### src/rtl/core_pkg.sv
// Shared core definitions: funct3 load/store encodings, result-select code
// for memory data, and the LSU state enum. Also provides the alignment
// check used when LSU_MISALIGN_TRAP_EN is defined.
package core_pkg;

  localparam int          XLEN           = 32;
  localparam logic [1:0]  RESULT_SRC_MEM = 2'b01;

  localparam logic [2:0]  F3_B  = 3'b000;
  localparam logic [2:0]  F3_H  = 3'b001;
  localparam logic [2:0]  F3_W  = 3'b010;
  localparam logic [2:0]  F3_BU = 3'b100;
  localparam logic [2:0]  F3_HU = 3'b101;

  typedef enum logic [1:0] {
    ST_IDLE        = 2'd0,
    ST_WAIT_GNT    = 2'd1,
    ST_WAIT_RVALID = 2'd2
  } lsu_state_e;

  // Access size comes from funct3[1:0]: 00 byte, 01 halfword, anything else
  // word (loads with 011/110/111 behave as LW).
  function automatic logic is_misaligned(input logic [2:0] funct3,
                                         input logic [1:0] addr_lo);
    logic bad;
    case (funct3[1:0])
      2'b00:   bad = 1'b0;
      2'b01:   bad = addr_lo[0];
      default: bad = (addr_lo != 2'b00);
    endcase
    return bad;
  endfunction

endpackage

### src/rtl/mem_stage_lsu_align.sv
// lsu_align: purely combinational lane logic shared by the LSU and any
// future cache. Produces store byte enables and lane-replicated store data,
// and extracts/extends a loaded byte, halfword or word. Low address bits
// that do not fit the access size are ignored (forced alignment).
module lsu_align
  import core_pkg::*;
(
  input  logic [2:0]      funct3,
  input  logic [1:0]      addr_lo,
  input  logic [XLEN-1:0] store_data,
  input  logic [XLEN-1:0] rdata,
  output logic [3:0]      store_be,
  output logic [XLEN-1:0] store_wdata,
  output logic [XLEN-1:0] load_data
);

  logic [7:0]  byte_sel;
  logic [15:0] half_sel;

  // Store lane enables and replicated data by access size.
  always_comb begin
    store_be    = 4'b1111;
    store_wdata = store_data;
    case (funct3[1:0])
      2'b00: begin
        store_be    = 4'b0001 << addr_lo;
        store_wdata = {4{store_data[7:0]}};
      end
      2'b01: begin
        store_be    = 4'b0011 << {addr_lo[1], 1'b0};
        store_wdata = {2{store_data[15:0]}};
      end
      default: begin
        store_be    = 4'b1111;
        store_wdata = store_data;
      end
    endcase
  end

  // Pick the addressed byte/halfword out of the read word.
  always_comb begin
    byte_sel = rdata[7:0];
    case (addr_lo)
      2'b00: byte_sel = rdata[7:0];
      2'b01: byte_sel = rdata[15:8];
      2'b10: byte_sel = rdata[23:16];
      2'b11: byte_sel = rdata[31:24];
      default: byte_sel = rdata[7:0];
    endcase
    half_sel = addr_lo[1] ? rdata[31:16] : rdata[15:0];
  end

  // Sign- or zero-extend to XLEN; unlisted encodings return the full word.
  always_comb begin
    load_data = rdata;
    case (funct3)
      F3_B:    load_data = {{24{byte_sel[7]}}, byte_sel};
      F3_H:    load_data = {{16{half_sel[15]}}, half_sel};
      F3_BU:   load_data = {24'h0, byte_sel};
      F3_HU:   load_data = {16'h0, half_sel};
      default: load_data = rdata;
    endcase
  end

endmodule

### src/rtl/mem_stage_lsu.sv
// mem_stage_lsu: memory-access stage behind the EX/MEM register. Issues
// req/gnt/rvalid data-memory transactions, stalls upstream while one is
// outstanding, and holds the MEM/WB pipeline register.
// Optional: LSU_MISALIGN_TRAP_EN adds misaligned_o; misaligned halfword/word
// accesses then issue no request and never write the register file.
//
// Handshake: a request is transferred on a cycle where dmem_req and dmem_gnt
// are both high; request fields stay stable from first dmem_req until that
// cycle. Read data is taken on the single cycle dmem_rvalid is high while in
// WAIT_RVALID (never the grant cycle); rvalid in any other state is ignored.
module mem_stage_lsu
  import core_pkg::*;
#(
  parameter int XLEN_P = 32,
  parameter int ADDR_W = 32
) (
  input  logic              clk,
  input  logic              rst_n,
  input  logic              RegWriteM,
  input  logic [1:0]        ResultSrcM,
  input  logic              MemWriteM,
  input  logic [2:0]        Funct3M,
  input  logic [31:0]       ALUResultM,
  input  logic [31:0]       WriteDataM,
  input  logic [4:0]        RdM,
  input  logic [31:0]       PCPlus4M,
  output logic              dmem_req,
  output logic              dmem_we,
  output logic [ADDR_W-1:0] dmem_addr,
  output logic [3:0]        dmem_be,
  output logic [31:0]       dmem_wdata,
  input  logic              dmem_gnt,
  input  logic              dmem_rvalid,
  input  logic [31:0]       dmem_rdata,
  output logic              StallM,
  output logic              RegWriteW,
  output logic [1:0]        ResultSrcW,
  output logic [31:0]       ALUResultW,
  output logic [31:0]       ReadDataW,
  output logic [4:0]        RdW,
  output logic [31:0]       PCPlus4W,
`ifdef LSU_MISALIGN_TRAP_EN
  output logic              misaligned_o,
`endif
  output lsu_state_e        lsu_state
);

  lsu_state_e state, state_next;

  logic              is_store;
  logic              is_load;
  logic              misaligned;
  logic              mem_op;
  logic              req;
  logic              stall;
  logic [3:0]        store_be;
  logic [XLEN-1:0]   store_wdata;
  logic [XLEN-1:0]   load_data;
  logic [31:0]       word_addr;
  logic [XLEN_P-1:0] alu_xlen;

  // Store wins when both store and load are flagged.
  assign is_store = MemWriteM;
  assign is_load  = (ResultSrcM == RESULT_SRC_MEM) && !MemWriteM;
  assign alu_xlen = ALUResultM[XLEN_P-1:0];

`ifdef LSU_MISALIGN_TRAP_EN
  assign misaligned = (is_load || is_store) && is_misaligned(Funct3M, alu_xlen[1:0]);
`else
  assign misaligned = 1'b0;
`endif

  assign mem_op = (is_load || is_store) && !misaligned;

  lsu_align u_align (
    .funct3      (Funct3M),
    .addr_lo     (alu_xlen[1:0]),
    .store_data  (WriteDataM),
    .rdata       (dmem_rdata),
    .store_be    (store_be),
    .store_wdata (store_wdata),
    .load_data   (load_data)
  );

  // Only ADDR_W <= 32 is meaningful; upper address bits are dropped.
  assign word_addr  = {ALUResultM[31:2], 2'b00};
  assign dmem_addr  = word_addr[ADDR_W-1:0];
  assign dmem_we    = is_store;
  assign dmem_be    = is_store ? store_be : 4'b1111;
  assign dmem_wdata = store_wdata;

  // Request and stall are gated so both read 0 while reset is asserted.
  assign dmem_req  = rst_n && req;
  assign StallM    = rst_n && stall;
  assign lsu_state = state;

  // FSM state register.
  always_ff @(posedge clk or negedge rst_n) begin
    if (!rst_n) state <= ST_IDLE;
    else        state <= state_next;
  end

  // FSM next state, request and stall; stall drops on the completing cycle.
  always_comb begin
    state_next = state;
    req        = 1'b0;
    stall      = 1'b0;
    case (state)
      ST_IDLE: begin
        if (mem_op) begin
          req = 1'b1;
          if (!dmem_gnt) begin
            stall      = 1'b1;
            state_next = ST_WAIT_GNT;
          end else if (!is_store) begin
            stall      = 1'b1;
            state_next = ST_WAIT_RVALID;
          end
        end
      end
      ST_WAIT_GNT: begin
        req   = 1'b1;
        stall = 1'b1;
        if (dmem_gnt) begin
          if (is_store) begin
            stall      = 1'b0;
            state_next = ST_IDLE;
          end else begin
            state_next = ST_WAIT_RVALID;
          end
        end
      end
      ST_WAIT_RVALID: begin
        stall = 1'b1;
        if (dmem_rvalid) begin
          stall      = 1'b0;
          state_next = ST_IDLE;
        end
      end
      default: state_next = ST_IDLE;
    endcase
  end

  // MEM/WB register: advance when not stalled, else bubble RegWriteW.
  always_ff @(posedge clk or negedge rst_n) begin
    if (!rst_n) begin
      RegWriteW  <= 1'b0;
      ResultSrcW <= 2'b00;
      ALUResultW <= 32'h0;
      ReadDataW  <= 32'h0;
      RdW        <= 5'd0;
      PCPlus4W   <= 32'h0;
    end else if (!stall) begin
      RegWriteW  <= RegWriteM && !misaligned;
      ResultSrcW <= ResultSrcM;
      ALUResultW <= ALUResultM;
      ReadDataW  <= is_load ? load_data : 32'h0;
      RdW        <= RdM;
      PCPlus4W   <= PCPlus4M;
    end else begin
      RegWriteW  <= 1'b0;
    end
  end

`ifdef LSU_MISALIGN_TRAP_EN
  // Trap flag travels with the W stage; cleared on bubbles.
  always_ff @(posedge clk or negedge rst_n) begin
    if (!rst_n)      misaligned_o <= 1'b0;
    else if (!stall) misaligned_o <= misaligned;
    else             misaligned_o <= 1'b0;
  end
`endif

endmodule

### config.mk
export PLATFORM = sky130hd
export DESIGN_NAME = mem_stage_lsu
export DESIGN_NICKNAME = d
export VERILOG_FILES = /design/src/rtl/core_pkg.sv /design/src/rtl/mem_stage_lsu_align.sv /design/src/rtl/mem_stage_lsu.sv
export SDC_FILE = /design/constraint.sdc
export NUM_CORES = 1
export LEC_CHECK = 0
export ABC_CLOCK_PERIOD_IN_PS = 2800
export BUFFER_PORTS_ARGS = -buffer_cell sky130_fd_sc_hd__buf_2
export CAP_MARGIN = 20
export CORE_MARGIN = 5
export CORE_UTILIZATION = 30
export CTS_BUF_LIST = sky130_fd_sc_hd__clkbuf_4
export CTS_CLUSTER_SIZE = 40
export DETAILED_ROUTE_END_ITERATION = 7
export PLACE_DENSITY_LB_ADDON = 0.08
export SLEW_MARGIN = 30
export SYNTH_ARGS = -nofsm -noshare
export SYNTH_HDL_FRONTEND = slang
export SYNTH_SLANG_ARGS = --single-unit
### constraint.sdc
create_clock -name clk -period 2.8 [get_ports clk]
set_clock_uncertainty 0.15 [all_clocks]
set_input_delay 0.28 -clock clk [delete_from_list [all_inputs] [get_ports clk]]
set_output_delay 0.28 -clock clk [all_outputs]
set_load 0.05 [all_outputs]
==> results of run 1 <==
-- metrics by stage --
step / util [%] / power, mW / worst slack, ps / cell area, sq um
CTS: 46.9 / 4.88 / 97.1 / 7840
global placement: 39.7 / 3.82 / 386 / 6620
global route: 47.1 / 5.05 / 21.0 / 7860
detailed placement: 39.7 / 3.84 / 424 / 6630
floorplan: - / 3.35 / 272 / 5150
finish: 47.1 / 4.82 / 110 / 7860
-- where the power goes --
group | switching [mW] | leakage [nW] | internal [mW] | total (mW)
sequential | 0.100 | 1.31 | 1.74 | 1.84
combinational | 1.45 | 2.52 | 0.627 | 2.07
clock | 0.523 | 0.0851 | 0.377 | 0.900
total | 2.07 | 3.92 | 2.74 | 4.82
-- cells in the mapped netlist, types with 6 or more instances --
master       n
a221oi_1     6
o21ai_0     13
o2bb2ai_1    7
mux2i_1     15
buf_6        8
a2111oi_0    7
buf_2       11
nor2_1      13
nand2_1     15
buf_4       41
a221o_1     22
dfrtp_1    106
mux2_2      90
nor2b_1      6
-- layout make-up --
type,instances,area share [%]
clock buffer,10,0.955
antenna,2,0.0637
sequential,106,33.7
timing repair buffer,432,34.7
multi-input combinational,227,25.8
clock inverter,6,1.13
inverter,4,0.191
tap,220,3.50
-- metal layers --
layer / up-vias / share of wire, % / GRT usage [%]
met4: 2 / 1.2 / 4.79
met5: - / 0.040 / 0
met3: 20 / 9.5 / 5.28
li1: 2195 / - / -
met2: 205 / 51 / 30.2
met1: 2234 / 38 / 19.3
-- tightest hold or removal path: stages --
cell,delay [ps]
buf_2,140
nor3_1,80
nor3_1,120
-- state kept, by name, indices dropped and copies added, names as in the netlist --
register and flops:
ALUResultW 32, PCPlus4W 32, ReadDataW 32, RdW 5
ResultSrcW 2, lsu_state 2, RegWriteW 1
-- worst max-delay path by stage --
stage / endpoint / slack, ps / cells after the start / startpoint
global route: StallM / 20 / 4 / lsu_state[1]
detailed placement: ReadDataW[24] / 420 / 5 / ResultSrcM[1]
global placement: ReadDataW[17] / 390 / 5 / ResultSrcM[1]
finish: StallM / 110 / 7 / ResultSrcM[0]
floorplan: dmem_wdata[24] / 270 / 4 / Funct3M[0]
CTS: StallM / 100 / 7 / ResultSrcM[0]
-- logic make-up after synthesis --
| group | after synthesis | share of synthesized area [%] |
|---|---|---|
| flops | 106 | 51.6 |
| other cells | 1 | 0.0729 |
| mux | 105 | 22.6 |
| compound gates | 70 | 11.4 |
| buf+inv | 70 | 9.54 |
| simple gates | 49 | 4.79 |
-- repair_timing --
item | 4_1_cts | 5_1_grt
endpoints found under the hold margin | 209 | 0
hold buffers | 105 | 0
endpoints found under the setup margin | 0 | 1
==> impl_results.md, run 1 <==
* CP Launch Type: input port
* Clk Latency, worst-skew pair at ~460 ps
* Pin count of the biggest net entering global routing at 65
* WHS Path Cells at 3
* Hold Path Sink: lsu_state[0]
* CP cell instances: dlygate4sd3_1 -> buf_2 -> nor2b_1 -> or3_1 -> a22o_4 -> and2_1 -> buf_2
* Critical path's top delay family: buffers and inverters
* I/O pins at about 320
* Time the worst path needs with I/O delays and setup at around 2700 ps
* Mapped Cells at between 400 and 500
* Vias in the first global route at a little over 5000
* Pleak at 3.92 nW
* RR Endpoint: ALUResultW[11]
* Routed Antenna Nets at 0
* Finish-stage setup viols at 0
* Most frequent cells in the layout: 317 x buf_2, 106 x dfrtp_1, 105 x dlygate4sd3_1, 90 x mux2_2, 22 x a221o_1
* Die Ht at between 100 and 150 um
* Status: finished, final reports clean
* Placed cells at 882
* F_max at approximately 0.37 GHz
* CTS Buffer Depth at 2
* RSZ-0062 raised after global routing: no
* Top cell type's share of synthesized area at around 52%
* Fillers at approximately 1600
* Dominant cells by area after synthesis: dfrtp_1 52%, mux2_2 20%, buf_4 6.0%, a221o_1 4.3%, mux2i_1 2.9%
* Vias per inst at 4.62
* Starting DRC count in detailed routing at 227
* Worst slew margin at 46.1%
* Crit path capture type: output pin
* Post-Syn Area at 0.00514 sq mm
* Cell taking the most area after synthesis: dfrtp_1
* Initial antenna violation count at 3
* Worst-path maximum fanout at 20
* Hold Crit Start: MemWriteM
* Via count at 4656
* Synthesized flop and latch total at 106
* CTS Buf Count at 9
* Sequential element share of the synthesized area at roughly half
* Total Neg Setup Slack at 0 ps
* Drt total wl at ~18 mm
* Total setup buffers inserted after CTS at 0
* GRT Overall Usage at 16.8%
* Multi-input gate area at roughly 0.0020 sq mm
* WL per Instance at 17.4 um
* CTS clk-pin slew, worst paths at 150 ps
* Initial Utilization at between 30% and 40%
* Core area at 0.0167 sq mm
* Die ar. at ~0.020 sq mm
* Crit path DAT at roughly 2300 ps
* Area growth syn-to-layout at 52.9%
* Post-DP HPWL at around 13 mm
* Global route total overflow at 0
* CTS Root Cell: clkbuf_4
* Worst-margin pin slew at ~810 ps
* Post-cts gate resize count at 0
* Row cnt at 47
* Fin crit share at 96.1%
* Max incr delay on CP at between 500 and 600 ps
* WP data required at 2370 ps
* Synthesized area per cell at about 13 sq um
* Worst vdd ir at 0.335 mV
* Clk sinks at 106
* First-pass GRT wire length at roughly 27 mm
* Nets@finish at 924
* CP most frequent cell: buf_2
* Cells on worst reg2reg path at 4
* PD cells at 612 mW/mm^2
* Worst min path class: in -> reg
* Most common cell after layout, fill and taps aside: buf_2
* Sequential cell area at ~0.0027 sq mm
* Warnings from Yosys at 0
* Max Cap Viol at 0
* # DRC at 0
* Layout cell share with drive strength beyond 1 at between 50 and 60%
* GP Congestion at approximately 0.82
* Number of synthesized flops with an enable pin at 0
* CP Class: in -> out
* Ys flop type: dfrtp_1
* CTS tree: built
* Slowest-stage cell, CP: dlygate4sd3_1
* Final Hold Fails at 0
* Port bufs at ~320
* Fin. max-slew vios at 0
* CP bufs+invs at 3
* Async SR Flop Fraction at 100%
* Reg2reg start: lsu_state[1]
* R2R setup slack at approximately 440 ps
* Die W at around 140 um
* Unique cell type count in the Yosys netlist at 37
* Non-Filler Instances at 1007
* H-tree depth at 3
* DRT Pass-1 Iters at 4
* Worst hold slack at between 60 and 70 ps
(Power assumes the default switching activity.)
==> inputs of run 2 (changes only) <==
==> constraint.sdc (replaced) <==
create_clock -name clk -period 2.8 [get_ports clk]
set_clock_uncertainty 0.15 [all_clocks]
set_input_delay 0.14 -clock clk [delete_from_list [all_inputs] [get_ports clk]]
set_output_delay 0.14 -clock clk [all_outputs]
set_load 0.05 [all_outputs]
==> run 2 against run 1 <==
Count of clock-buffer cells in the layout did not move. Power decreased by 0.73%. Critical path depth decreased by 1. Global-route usage hardly changed. Register-to-register slack worse by 220 ps. Via count fell by 0.77%. Final area increased by 0.80%. Maximum frequency is 4.1% higher. Sequential cell count unchanged. Sequential power barely moved. Core utilization increased by 0.37 points.
==> impl_results.md, run 2 (same netlist as run 1, synthesis figures left out) <==
* Status: finished, final reports clean (unchanged)
* RSZ-0062 raised after global routing: no (unchanged)
* Top layer in use: met4 (was met5)
* Clk network pwr share at 18.0% (was 18.7%)
* CP Launch Type: flip-flop (was input port)
* Port bufs at 318 (unchanged)
* Global route total overflow at 0 (unchanged)
* Core area at 0.0167 sq mm (unchanged)
* CTS Buffer Depth at 2 (unchanged)
* Routed Antenna Nets at 0 (unchanged)
* Finished Core Util at 47.5% (was 47.1%)
* Met1 Wirelength at 6.86 mm (was 6.69 mm)
* Worst vdd ir at 0.451 mV (was 0.335 mV)
* Die Ht at 141 um (unchanged)
* Area growth syn-to-layout at 54.1% (was 52.9%)
* Met3 routed WL at 1.41 mm (was 1.67 mm)
* WP data required at 3010 ps (was 2370 ps)
* CTS tree: built (unchanged)
* F_max at 0.387 GHz (was 0.372 GHz)
* CTS Buf Count at 9 (unchanged)
* Die ar. at 0.0199 sq mm (unchanged)
* CP Capture Point: ReadDataW[15] (was StallM)
* Time the worst path needs with I/O delays and setup at 2580 ps (was 2690 ps)
* Row cnt at 47 (unchanged)
* Drt total wl at 17.3 mm (was 17.6 mm)
* Total Neg Setup Slack at 0 ps (unchanged)
* CP Class: reg -> reg (was in -> out)
* I/O pins at 321 (unchanged)
* Worst slew margin at 52.5% (was 46.1%)
* GP Congestion at 0.821 (was 0.820)
* Most common cell after layout, fill and taps aside: buf_2 (unchanged)
* Starting DRC count in detailed routing at 141 (was 227)
* Post-place setup slack at 523 ps (was 424 ps)
* First-pass GRT wire length at 26.5 mm (was 26.9 mm)
* Die W at 141 um (unchanged)
* Vias in the first global route at 4910 (was 5101)
* Cell Int Power at 2.74 mW (about the same)
* Clk sinks at 106 (unchanged)
* Max Cap Viol at 0 (unchanged)
* Logic pwr share at 43.5% (was 43.1%)
* Fin crit share at 92.3% (was 96.1%)
* Switching share of total power at 42.7% (was 43.0%)
* Worst min path class: in -> reg (unchanged)
* # DRC at 0 (unchanged)
* Biggest regs: ALUResultW x32, PCPlus4W x32, ReadDataW x32 (unchanged)
* Worst-margin pin slew at 712 ps (was 809 ps)
* Final Hold Fails at 0 (unchanged)
* Via count at 4620 (was 4656)
* DRT Pass-1 Iters at 4 (unchanged)
* Vias per inst at 4.57 (was 4.62)
* Layout cell share with drive strength beyond 1 at 55.0% (was 55.5%)
* CP startpoint: lsu_state[0] (was ResultSrcM[0])
* Pleak at 3.95 nW (was 3.92 nW)
* Switching power total at 2.04 mW (was 2.07 mW)
* Post-DP HPWL at 13.1 mm (was 13.2 mm)
* GRT Overall Usage at 16.8% (about the same)
* Fin. max-slew vios at 0 (unchanged)
* Final setup margin at 215 ps (was 110 ps)
* H-tree depth at 3 (unchanged)
* R2R setup slack at 220 ps (was 440 ps)
* Nets@finish at 929 (was 924)
* Cells on worst reg2reg path at 6 (was 4)
* Pin count of the biggest net entering global routing at 74 (was 65)
* Most frequent cells in the layout: 317 x buf_2, 112 x dlygate4sd3_1, 106 x dfrtp_1, 90 x mux2_2, 22 x a221o_1 (was 317 x buf_2, 106 x dfrtp_1, 105 x dlygate4sd3_1, 90 x mux2_2, 22 x a221o_1)
* CTS clk-pin slew, worst paths at 150 ps (about the same)
* Initial Utilization at 30.8% (unchanged)
* Worst-path maximum fanout at 7 (was 20)
* Seq pwr share at 38.5% (was 38.2%)
* PD cells at 603 mW/mm^2 (was 612 mW/mm^2)
* RR Endpoint: ReadDataW[15] (was ALUResultW[11])
* Crit path capture type: flip-flop (was output pin)
* Initial antenna violation count at 1 (was 3)
* CTS Root Cell: clkbuf_4 (unchanged)
* Met2 WL post-DR at 8.77 mm (was 8.98 mm)
* Finish-stage setup viols at 0 (unchanged)
* Reg2reg start: lsu_state[0] (was lsu_state[1])
* Crit path DAT at 2790 ps (was 2260 ps)
* Clk Latency, worst-skew pair at 460 ps (about the same)
* Fillers at 1633 (was 1625)
* WL per Instance at 17.1 um (was 17.4 um)
==> run 2: worst max-delay path, stage by stage, from the launching register on <==
cell	delay, ps
dfrtp_1	440
nor2_1	220
nand4bb_2	310
a21oi_1	60
dlygate4sd3_1	560
a22o_1	180
dlygate4sd3_1	560
==> run 2: power by group through the flow <==
stage | combinational, mW | clock [mW] | sequential (mW)
global route | 2.18 | 0.954 | 1.87
global placement | 1.96 | 0 | 1.86
CTS | 2.10 | 0.912 | 1.84
finish | 2.08 | 0.862 | 1.84
detailed placement | 1.97 | 0 | 1.87
floorplan | 0.714 | 0 | 2.63
==> run 2: worst min path at each step <==
stage                                to        from  cells after the start  slack, ps
after floorplan           ALUResultW[0]       rst_n                      0       -310
after global placement    ResultSrcW[1]       rst_n                      1         -3
after detailed placement   PCPlus4W[31]       rst_n                      1        0.9
after CTS                  ReadDataW[6]  Funct3M[1]                      3         10
after global routing       ReadDataW[6]  Funct3M[1]                      3         40
final                      ReadDataW[6]  Funct3M[1]                      3         90
==> run 2: routing by layer <==
layer / vias up / global-route usage (%)
met4: 0 / 4.44
met3: 14 / 5.45
li1: 2203 / -
met1: 2211 / 19.5
met5: - / 0
met2: 192 / 29.9
==> run 2: area by class of cell <==
| cell class | count | area, sq um | area share [%] |
|---|---|---|---|
| flip-flops and latches | 106 | 2650 | 33.5 |
| clock buffers | 10 | 75.1 | 0.947 |
| repair buffers | 438 | 2800 | 35.4 |
| well taps | 220 | 275 | 3.47 |
| clock inverters | 5 | 80.1 | 1.01 |
| multi-input cells | 226 | 2020 | 25.5 |
| diodes | 1 | 2.50 | 0.0316 |
| inverters | 4 | 15.0 | 0.189 |
==> run 2: metrics by stage <==
stage	cells	power, mW	cell area, sq um	hold WS, ps
after floorplan	402	3.35	5150	-306
after global placement	881	3.82	6630	-2.73
after detailed placement	881	3.84	6630	0.949
after CTS	1007	4.85	7900	9.53
after global routing	1010	5.00	7930	37.4
final	1010	4.78	7930	92.4
==> run 2: timing repair <==
action | 4_1_cts | 5_1_grt
buffers inserted | 0 | 0
setup endpoints to repair | 0 | 1
hold buffers | 111 | 1
resized for setup | 0 | 1
hold endpoints to repair | 210 | 5
